--- src/rtl/vx_rop_dcr_ctrl.sv ---
// vx_rop_dcr_ctrl: ROP device configuration register block.
// Host writes land in a shadow copy; a COMMIT write copies the shadow into
// the active copy in one load, once the ROP pipeline reports idle.
// Optional read-back of the active copy is built when ROP_DCR_READ_EN is defined.

package rop_dcr_pkg;

  localparam logic [2:0] ROP_DEPTH_FUNC_ALWAYS = 3'd7;

  typedef struct packed {
    logic [31:0] cbuf_addr;
    logic [31:0] cbuf_pitch;
    logic [31:0] cbuf_mask;
    logic [31:0] zbuf_addr;
    logic [31:0] zbuf_pitch;
    logic [2:0]  depth_func;
    logic        depth_writemask;
    logic [2:0]  stencil_front_func;
    logic [2:0]  stencil_back_func;
    logic [2:0]  stencil_front_zpass;
    logic [2:0]  stencil_back_zpass;
    logic [2:0]  stencil_front_zfail;
    logic [2:0]  stencil_back_zfail;
    logic [2:0]  stencil_front_fail;
    logic [2:0]  stencil_back_fail;
    logic [7:0]  stencil_front_ref;
    logic [7:0]  stencil_back_ref;
    logic [7:0]  stencil_front_mask;
    logic [7:0]  stencil_back_mask;
    logic [7:0]  stencil_writemask;
    logic [2:0]  blend_mode_rgb;
    logic [2:0]  blend_mode_a;
    logic [3:0]  blend_src_rgb;
    logic [3:0]  blend_src_a;
    logic [3:0]  blend_dst_rgb;
    logic [3:0]  blend_dst_a;
    logic [31:0] blend_const;
    logic [3:0]  logic_op;
  } rop_dcrs_t;

  // Power-up configuration: everything passes, all channels writable.
  function automatic rop_dcrs_t rop_dcrs_reset();
    rop_dcrs_t s;
    s                    = '0;
    s.cbuf_mask          = 32'hFFFF_FFFF;
    s.stencil_front_mask = 8'hFF;
    s.stencil_back_mask  = 8'hFF;
    s.stencil_writemask  = 8'hFF;
    s.depth_func         = ROP_DEPTH_FUNC_ALWAYS;
    s.stencil_front_func = ROP_DEPTH_FUNC_ALWAYS;
    s.stencil_back_func  = ROP_DEPTH_FUNC_ALWAYS;
    return s;
  endfunction

endpackage

module vx_rop_dcr_ctrl
  import rop_dcr_pkg::*;
#(
  parameter int DCR_ADDR_BITS = 8
) (
  input  logic                     clk,
  input  logic                     reset_n,
  input  logic                     dcr_wr_valid,
  input  logic [DCR_ADDR_BITS-1:0] dcr_wr_addr,
  input  logic [31:0]              dcr_wr_data,
  output logic                     dcr_wr_ready,
  input  logic                     dcr_rd_valid,
  input  logic [DCR_ADDR_BITS-1:0] dcr_rd_addr,
  output logic                     dcr_rd_ready,
  output logic                     dcr_rsp_valid,
  output logic [31:0]              dcr_rsp_data,
  input  logic                     dcr_rsp_ready,
  input  logic                     rop_idle,
  output rop_dcrs_t                rop_dcrs,
  output logic                     dcrs_updated
);

  localparam logic [DCR_ADDR_BITS-1:0] A_CBUF_ADDR  = DCR_ADDR_BITS'('h00);
  localparam logic [DCR_ADDR_BITS-1:0] A_CBUF_PITCH = DCR_ADDR_BITS'('h01);
  localparam logic [DCR_ADDR_BITS-1:0] A_CBUF_MASK  = DCR_ADDR_BITS'('h02);
  localparam logic [DCR_ADDR_BITS-1:0] A_ZBUF_ADDR  = DCR_ADDR_BITS'('h03);
  localparam logic [DCR_ADDR_BITS-1:0] A_ZBUF_PITCH = DCR_ADDR_BITS'('h04);
  localparam logic [DCR_ADDR_BITS-1:0] A_DEPTH_FUNC = DCR_ADDR_BITS'('h05);
  localparam logic [DCR_ADDR_BITS-1:0] A_DEPTH_WMSK = DCR_ADDR_BITS'('h06);
  localparam logic [DCR_ADDR_BITS-1:0] A_STN_FUNC   = DCR_ADDR_BITS'('h07);
  localparam logic [DCR_ADDR_BITS-1:0] A_STN_ZPASS  = DCR_ADDR_BITS'('h08);
  localparam logic [DCR_ADDR_BITS-1:0] A_STN_ZFAIL  = DCR_ADDR_BITS'('h09);
  localparam logic [DCR_ADDR_BITS-1:0] A_STN_FAIL   = DCR_ADDR_BITS'('h0A);
  localparam logic [DCR_ADDR_BITS-1:0] A_STN_REF    = DCR_ADDR_BITS'('h0B);
  localparam logic [DCR_ADDR_BITS-1:0] A_STN_MASK   = DCR_ADDR_BITS'('h0C);
  localparam logic [DCR_ADDR_BITS-1:0] A_STN_WMSK   = DCR_ADDR_BITS'('h0D);
  localparam logic [DCR_ADDR_BITS-1:0] A_BLEND_MODE = DCR_ADDR_BITS'('h0E);
  localparam logic [DCR_ADDR_BITS-1:0] A_BLEND_FUNC = DCR_ADDR_BITS'('h0F);
  localparam logic [DCR_ADDR_BITS-1:0] A_BLEND_CONST= DCR_ADDR_BITS'('h10);
  localparam logic [DCR_ADDR_BITS-1:0] A_LOGIC_OP   = DCR_ADDR_BITS'('h11);
  localparam logic [DCR_ADDR_BITS-1:0] A_COMMIT     = DCR_ADDR_BITS'('h12);

  typedef enum logic [1:0] {
    ST_IDLE  = 2'd0,
    ST_PEND  = 2'd1,
    ST_APPLY = 2'd2
  } state_t;

  state_t    state_reg, state_next;
  rop_dcrs_t shadow_reg, shadow_next;
  rop_dcrs_t active_reg;
  logic      updated_reg;
  logic      wr_fire;

  // Merge one host write into a copy of the state; bits outside a field are dropped.
  function automatic rop_dcrs_t apply_write(rop_dcrs_t s_in,
                                            logic [DCR_ADDR_BITS-1:0] addr,
                                            logic [31:0] d);
    rop_dcrs_t s;
    s = s_in;
    case (addr)
      A_CBUF_ADDR:   s.cbuf_addr       = d;
      A_CBUF_PITCH:  s.cbuf_pitch      = d;
      A_CBUF_MASK:   s.cbuf_mask       = d;
      A_ZBUF_ADDR:   s.zbuf_addr       = d;
      A_ZBUF_PITCH:  s.zbuf_pitch      = d;
      A_DEPTH_FUNC:  s.depth_func      = d[2:0];
      A_DEPTH_WMSK:  s.depth_writemask = d[0];
      A_STN_FUNC: begin
        s.stencil_front_func = d[2:0];
        s.stencil_back_func  = d[18:16];
      end
      A_STN_ZPASS: begin
        s.stencil_front_zpass = d[2:0];
        s.stencil_back_zpass  = d[18:16];
      end
      A_STN_ZFAIL: begin
        s.stencil_front_zfail = d[2:0];
        s.stencil_back_zfail  = d[18:16];
      end
      A_STN_FAIL: begin
        s.stencil_front_fail = d[2:0];
        s.stencil_back_fail  = d[18:16];
      end
      A_STN_REF: begin
        s.stencil_front_ref = d[7:0];
        s.stencil_back_ref  = d[23:16];
      end
      A_STN_MASK: begin
        s.stencil_front_mask = d[7:0];
        s.stencil_back_mask  = d[23:16];
      end
      A_STN_WMSK:    s.stencil_writemask = d[7:0];
      A_BLEND_MODE: begin
        s.blend_mode_rgb = d[2:0];
        s.blend_mode_a   = d[18:16];
      end
      A_BLEND_FUNC: begin
        s.blend_src_rgb = d[3:0];
        s.blend_src_a   = d[11:8];
        s.blend_dst_rgb = d[19:16];
        s.blend_dst_a   = d[27:24];
      end
      A_BLEND_CONST: s.blend_const = d;
      A_LOGIC_OP:    s.logic_op    = d[3:0];
      default: ;
    endcase
    return s;
  endfunction

  assign wr_fire      = dcr_wr_valid && (state_reg == ST_IDLE);
  assign dcr_wr_ready = (state_reg == ST_IDLE);
  assign rop_dcrs     = active_reg;
  assign dcrs_updated = updated_reg;

  // Commit FSM state register.
  always_ff @(posedge clk or negedge reset_n) begin
    if (!reset_n) state_reg <= ST_IDLE;
    else          state_reg <= state_next;
  end

  // Commit FSM next state: wait for idle pipeline, then one apply cycle.
  always_comb begin
    state_next = state_reg;
    case (state_reg)
      ST_IDLE:  if (wr_fire && dcr_wr_addr == A_COMMIT) state_next = ST_PEND;
      ST_PEND:  if (rop_idle) state_next = ST_APPLY;
      ST_APPLY: state_next = ST_IDLE;
      default:  state_next = ST_IDLE;
    endcase
  end

  // Shadow next value: accepted writes merge their field.
  always_comb begin
    shadow_next = shadow_reg;
    if (wr_fire) shadow_next = apply_write(shadow_reg, dcr_wr_addr, dcr_wr_data);
  end

  // Shadow/active copies; active loads the whole shadow in one edge.
  always_ff @(posedge clk or negedge reset_n) begin
    if (!reset_n) begin
      shadow_reg  <= rop_dcrs_reset();
      active_reg  <= rop_dcrs_reset();
      updated_reg <= 1'b0;
    end else begin
      shadow_reg  <= shadow_next;
      updated_reg <= (state_reg == ST_APPLY);
      if (state_reg == ST_APPLY) active_reg <= shadow_reg;
    end
  end

`ifdef ROP_DCR_READ_EN
  logic        rsp_valid_reg;
  logic [31:0] rsp_data_reg;
  logic        rd_fire;

  // Read-back of one register from a state copy, fields zero-extended in place.
  function automatic logic [31:0] read_back(rop_dcrs_t s, logic [DCR_ADDR_BITS-1:0] addr);
    logic [31:0] r;
    r = '0;
    case (addr)
      A_CBUF_ADDR:   r = s.cbuf_addr;
      A_CBUF_PITCH:  r = s.cbuf_pitch;
      A_CBUF_MASK:   r = s.cbuf_mask;
      A_ZBUF_ADDR:   r = s.zbuf_addr;
      A_ZBUF_PITCH:  r = s.zbuf_pitch;
      A_DEPTH_FUNC:  r = {29'b0, s.depth_func};
      A_DEPTH_WMSK:  r = {31'b0, s.depth_writemask};
      A_STN_FUNC:    r = {13'b0, s.stencil_back_func,  13'b0, s.stencil_front_func};
      A_STN_ZPASS:   r = {13'b0, s.stencil_back_zpass, 13'b0, s.stencil_front_zpass};
      A_STN_ZFAIL:   r = {13'b0, s.stencil_back_zfail, 13'b0, s.stencil_front_zfail};
      A_STN_FAIL:    r = {13'b0, s.stencil_back_fail,  13'b0, s.stencil_front_fail};
      A_STN_REF:     r = {8'b0, s.stencil_back_ref,  8'b0, s.stencil_front_ref};
      A_STN_MASK:    r = {8'b0, s.stencil_back_mask, 8'b0, s.stencil_front_mask};
      A_STN_WMSK:    r = {24'b0, s.stencil_writemask};
      A_BLEND_MODE:  r = {13'b0, s.blend_mode_a, 13'b0, s.blend_mode_rgb};
      A_BLEND_FUNC:  r = {4'b0, s.blend_dst_a, 4'b0, s.blend_dst_rgb,
                          4'b0, s.blend_src_a, 4'b0, s.blend_src_rgb};
      A_BLEND_CONST: r = s.blend_const;
      A_LOGIC_OP:    r = {28'b0, s.logic_op};
      default:       r = '0;
    endcase
    return r;
  endfunction

  assign dcr_rd_ready  = !rsp_valid_reg || dcr_rsp_ready;
  assign rd_fire       = dcr_rd_valid && dcr_rd_ready;
  assign dcr_rsp_valid = rsp_valid_reg;
  assign dcr_rsp_data  = rsp_data_reg;

  // Response register: captured from the active copy, held until taken.
  always_ff @(posedge clk or negedge reset_n) begin
    if (!reset_n) begin
      rsp_valid_reg <= 1'b0;
      rsp_data_reg  <= '0;
    end else if (rd_fire) begin
      rsp_valid_reg <= 1'b1;
      rsp_data_reg  <= read_back(active_reg, dcr_rd_addr);
    end else if (dcr_rsp_ready) begin
      rsp_valid_reg <= 1'b0;
    end
  end
`else
  // Read path absent: inputs are tied off and outputs held at zero.
  wire unused_rd = &{1'b0, dcr_rd_valid, dcr_rd_addr, dcr_rsp_ready};
  assign dcr_rd_ready  = 1'b0;
  assign dcr_rsp_valid = 1'b0;
  assign dcr_rsp_data  = '0;
`endif

endmodule
--- config.mk ---
export PLATFORM = sky130hd
export DESIGN_NAME = vx_rop_dcr_ctrl
export DESIGN_NICKNAME = d
export VERILOG_FILES = /design/src/rtl/vx_rop_dcr_ctrl.sv
export SDC_FILE = /design/constraint.sdc
export NUM_CORES = 1
export LEC_CHECK = 0
export CORE_UTILIZATION = 55
export DETAILED_ROUTE_END_ITERATION = 7
export PLACE_DENSITY = 0.82
export SLEW_MARGIN = 40
export SYNTH_ARGS = -nofsm -noshare
export SYNTH_HDL_FRONTEND = slang
export SYNTH_SLANG_ARGS = --single-unit
--- constraint.sdc ---
create_clock -name clk -period 3.39 [get_ports clk]
set_input_delay 0.678 -clock clk [delete_from_list [all_inputs] [get_ports clk]]
set_output_delay 0.678 -clock clk [all_outputs]
set_load 0.03 [all_outputs]
[Word-level counts from Yosys, hierarchy flattened]
Cells that the tools add are included.
W data, S select, Z words.
Operators by class
  equal/unequal tests: 22
  muxes and demuxes: 3
  reductions and logical operators: 23
Operator list (count)
  $eq A8 B4 Y1 const B: 8
  $reduce_and A2 Y1: 19
  $eq A8 B3 Y1 const B: 4
  $eq A8 B5 Y1 const B: 3
  $eq A8 B2 Y1 const B: 2
  $eq A8 B1 Y1 const B: 1
  $logic_not A8 Y1: 1
  $mux W2: 2
  $pmux W2 S2: 1
  $eq A2 B1 Y1 const B: 1
  $eq A2 B2 Y1 const B: 1
  $logic_and A1 B1 Y1: 2
  $logic_not A2 Y1: 1
  $ne A2 B1 Y1 const B: 1
  $ne A2 B2 Y1 const B: 1
Storage, ports and cells
  register bits after elaboration: 575
  bits of input ports: 54
  output and inout bits: 322

[Depth between registers and ports, before layout]
  depth in word-level cells: 5
  gate-level depth with buffers: 7
  mapped depth without buffers: 4

[Worst setup path before layout]
No wires, ideal clock.
  path type: input to register
  from: input dcr_wr_addr[5]
  to: register shadow_reg[86] (netlist bit)
  data arrival time: 1863 ps
  data required time: 3265 ps
  slack: 1403 ps
  stages: 5
  cell sequence: nor4_4 buf_6 nand4_4 buf_6 mux2_2
Between the ends
  cells in the longest elaborated chain, start to end: 2
RTL lines
  start: declaration: RTL line 65  | input logic [DCR_ADDR_BITS-1:0] dcr_wr_addr,
  $eq A8 B4 Y1: RTL line 117  | case (addr)
  $reduce_and A2 Y1 (no source line)
  end signal: assignment: RTL line 198  | shadow_reg <= rop_dcrs_reset();
  end signal: assignment: RTL line 202  | shadow_reg <= shadow_next;
  end: declaration: RTL line 106  | rop_dcrs_t shadow_reg, shadow_next;
No other way between the ends.
A chain may end at the register's enable or synchronous reset.

[Worst setup path in the final report]
  from: register state_reg[1]
  to: output dcr_wr_ready
Between the ends
  cells in the longest elaborated chain, start to end: 1
RTL lines
  start: declaration: RTL line 105  | state_t state_reg, state_next;
  start signal: assignment: RTL line 175  | else state_reg <= state_next;
  $logic_not A2 Y1: RTL line 168  | assign dcr_wr_ready = (state_reg == ST_IDLE);
  end: declaration: RTL line 67  | output logic dcr_wr_ready,
No other way between the ends.

==> results.md <==
* Syn Area/Cell at 11.6 um2
* Seq cells post-synth at 575
* Largest cells by area after synthesis: dfrtp_1, dfstp_2, nand2_1
* Synth top area share at 50.8%
* Setup Viol. Count Final at 0
* Root Buffer Master: clkbuf_16
* Final Hold Slack at 67.2 ps
* Critical path origin: state_reg[1]
* Total gr overflow at 0
* Via count at 14,700
* CTS tree: built
* Initial antenna violation count at 3
* Worst setup EP type: output pin
* Dpl cell area at 0.0258 mm2
* Share of layout cells above drive strength 1 at 24.4%
* H-tree depth at 2
* P_sw at 3.12 mW
* Min Tclk post-route at 2620 ps
* Final HPWL DP at 35,000 um
* IO Count at 376
* Die Ht at 202 um
* Worst path cell trace: nor2_1 > clkdlybuf4s50_1
* Clk network pwr share at 45.7%
* Post-place setup slack at 563 ps
* Fin Clk Skew at 12.9 ps
* Port bufs at 331
* Design Area, Final at 0.0278 mm2
* Largest area contributor in the netlist: dfrtp_1
* Post_cts resized at 0
* YS warnings at 0
* Largest net degree at the start of global routing at 130
* TritonCTS buffer count at 56
* Residual DRC at 0
* Post-Layout Cell Count at 2,780
* Placeable Area at 0.0390 mm2
* DP Cell Count at 2,673
* Mapped Cells at 1,886
* Unrepaired setup endpoints after global routing: no
* Sequential power share at 49.9%
* Cell-internal power at 11.3 mW
* Comb power frac at 4.4%
* Initial Utilization at 56.2%
* Leakage at 14.1 nW
* Gpl congestion at 0.827
* Setup Buffers After CTS at 0
* Critical path type: flop to output pin
* Startpoint types: flop
* Final period util at 77.4%
* Post-route ant nets at 0
* Skew-Pair Late Insertion Delay at 600 ps
* R2R setup slack at 1390 ps
* Final Max Slew Viols at 0
* Status: finished, final reports clean
* Final hold violation count at 0
* Peak supply drop at 0.425 mV
* Cell area power density at 518 mW/mm2
* Setup TNS at 0 ps
* Clock Pin Slew Worst Setup and Hold Paths at 60 ps
* Worst-Margin Slew at 773 ps
* Max FO, Critical Path at 5
* DRT Wirelength at 55,600 um
* Area grow syn2layout at 26.6%
* Overall power at 14.4 mW
* Die area at 0.0407 mm2
* Crit path required time at 2710 ps
* CTS Buffer Depth at 3
* CTS Sinks at 575
* HP Class: primary input to async pin
* Max stage delay cell, worst path: clkdlybuf4s50_1
* Yosys cell types at 23
* FP Rows at 72
* Drt pass-1 iters at 5
* Vias per cell at 5.30
* Final WS setup at 766 ps
* Net total in the final layout at 2,267
* Max Freq at 381 MHz
* Slowest Stage Delay on Critical Path at 700 ps
* Critical Path AT at 1950 ps
* Die Width at 202 um
* Slew HR at 48.3%
* Wire per inst at 20.0 um
* Gr usage total at 28.1%
* CTS Hold Buffers Added at 0
* Synthesized area at 0.0219 mm2
* First-pass GRT wire length at 87,700 um
* Util after Layout at 71.2%
* Total of max-cap violations at 0
* DRT iter0 DRCs at 1,049
* Switching Share at 21.7%
* Reg-to-Reg Start: state_reg[1]
* Vias in the first global route at 15,500
* Seq/Total Area, Yosys at 66.3%
-- path summary, 6_finish.rpt --
| check | depth (start not counted) | to |
|---|---|---|
| worst max-delay path | 2 | dcr_wr_ready |
| worst min-delay path | 1 | shadow_reg[36] |
| worst max register to register | 4 | shadow_reg[57] |
| worst min register to register | 2 | rop_dcrs[220] |
| max in group asynchronous | 2 | rop_dcrs[118] |
| min in group clk | 2 | rop_dcrs[220] |
-- worst max-delay path, delay by kind of cell (launching register included) --
kind / cells / cell delay [ps]
and+or+nand+nor: 1 / 200
buffers and inverters: 1 / 700
DFF: 1 / 460
-- synthesized netlist by cell type --
master / count
nor2b_1: 4
inv_2: 1
nand4_1: 15
buf_1: 4
nand2_1: 859
nand2b_1: 2
mux2_2: 286
and2_0: 1
buf_2: 21
dfrtp_1: 445
buf_4: 34
and2_1: 1
dfstp_2: 130
a21oi_1: 1
nor2_1: 4
conb_1: 1
nor4_4: 1
nand4_2: 2
clkbuf_1: 67
buf_6: 3
nor3b_1: 1
nor4b_1: 1
nand4_4: 2
-- area by class of cell --
cell class | count | area, um2
well taps | 518 | 648
fillers | 2605 | 11200
diodes | 1 | 2.50
repair buffers | 365 | 3730
multi-input cells | 1214 | 6850
flip-flops and latches | 575 | 14600
inverters | 1 | 11.3
clock buffers | 82 | 1630
clock inverters | 24 | 335
-- metal layers --
layer	vias to the layer above	part of all wire [%]	global-route usage, %
li1	6621	-	-
met1	7501	40	36.1
met2	521	50	46.7
met3	99	6.8	6.19
met4	0	3.3	11.1
met5	-	0	0
-- power by group through the flow --
stage	sequential, mW	combinational (mW)	clock (mW)
3_3_place_gp	7.27	0.618	0
6_report	7.18	0.631	6.57
2_1_floorplan	7.29	0.272	0
5_1_grt	7.19	0.686	6.92
4_1_cts	7.17	0.643	6.66
3_5_place_dp	7.29	0.638	0
-- layout by cell type (no fill, tap or decap), types with 8 or more instances in the layout --
| cell type | n |
|---|---|
| mux2_2 | 286 |
| dfrtp_1 | 445 |
| buf_12 | 11 |
| clkbuf_16 | 57 |
| nand4_1 | 15 |
| buf_4 | 22 |
| conb_1 | 34 |
| clkbuf_1 | 14 |
| clkinv_2 | 11 |
| nand2_1 | 859 |
| dfstp_2 | 130 |
| clkdlybuf4s50_1 | 329 |
| clkbuf_8 | 11 |
| bufinv_16 | 8 |
-- cells by family after synthesis --
logic type / Yosys count / share of synthesized area (%)
AND/OR/NAND/NOR: 893 / 15.9
flip-flops: 575 / 66.3
multiplexers: 286 / 14.7
buffers and inverters: 130 / 3.03
AO/OA/AOI/OAI: 1 / 0.0228
other: 1 / 0.0171
No activity file was read; power rests on OpenSTA's default activity.
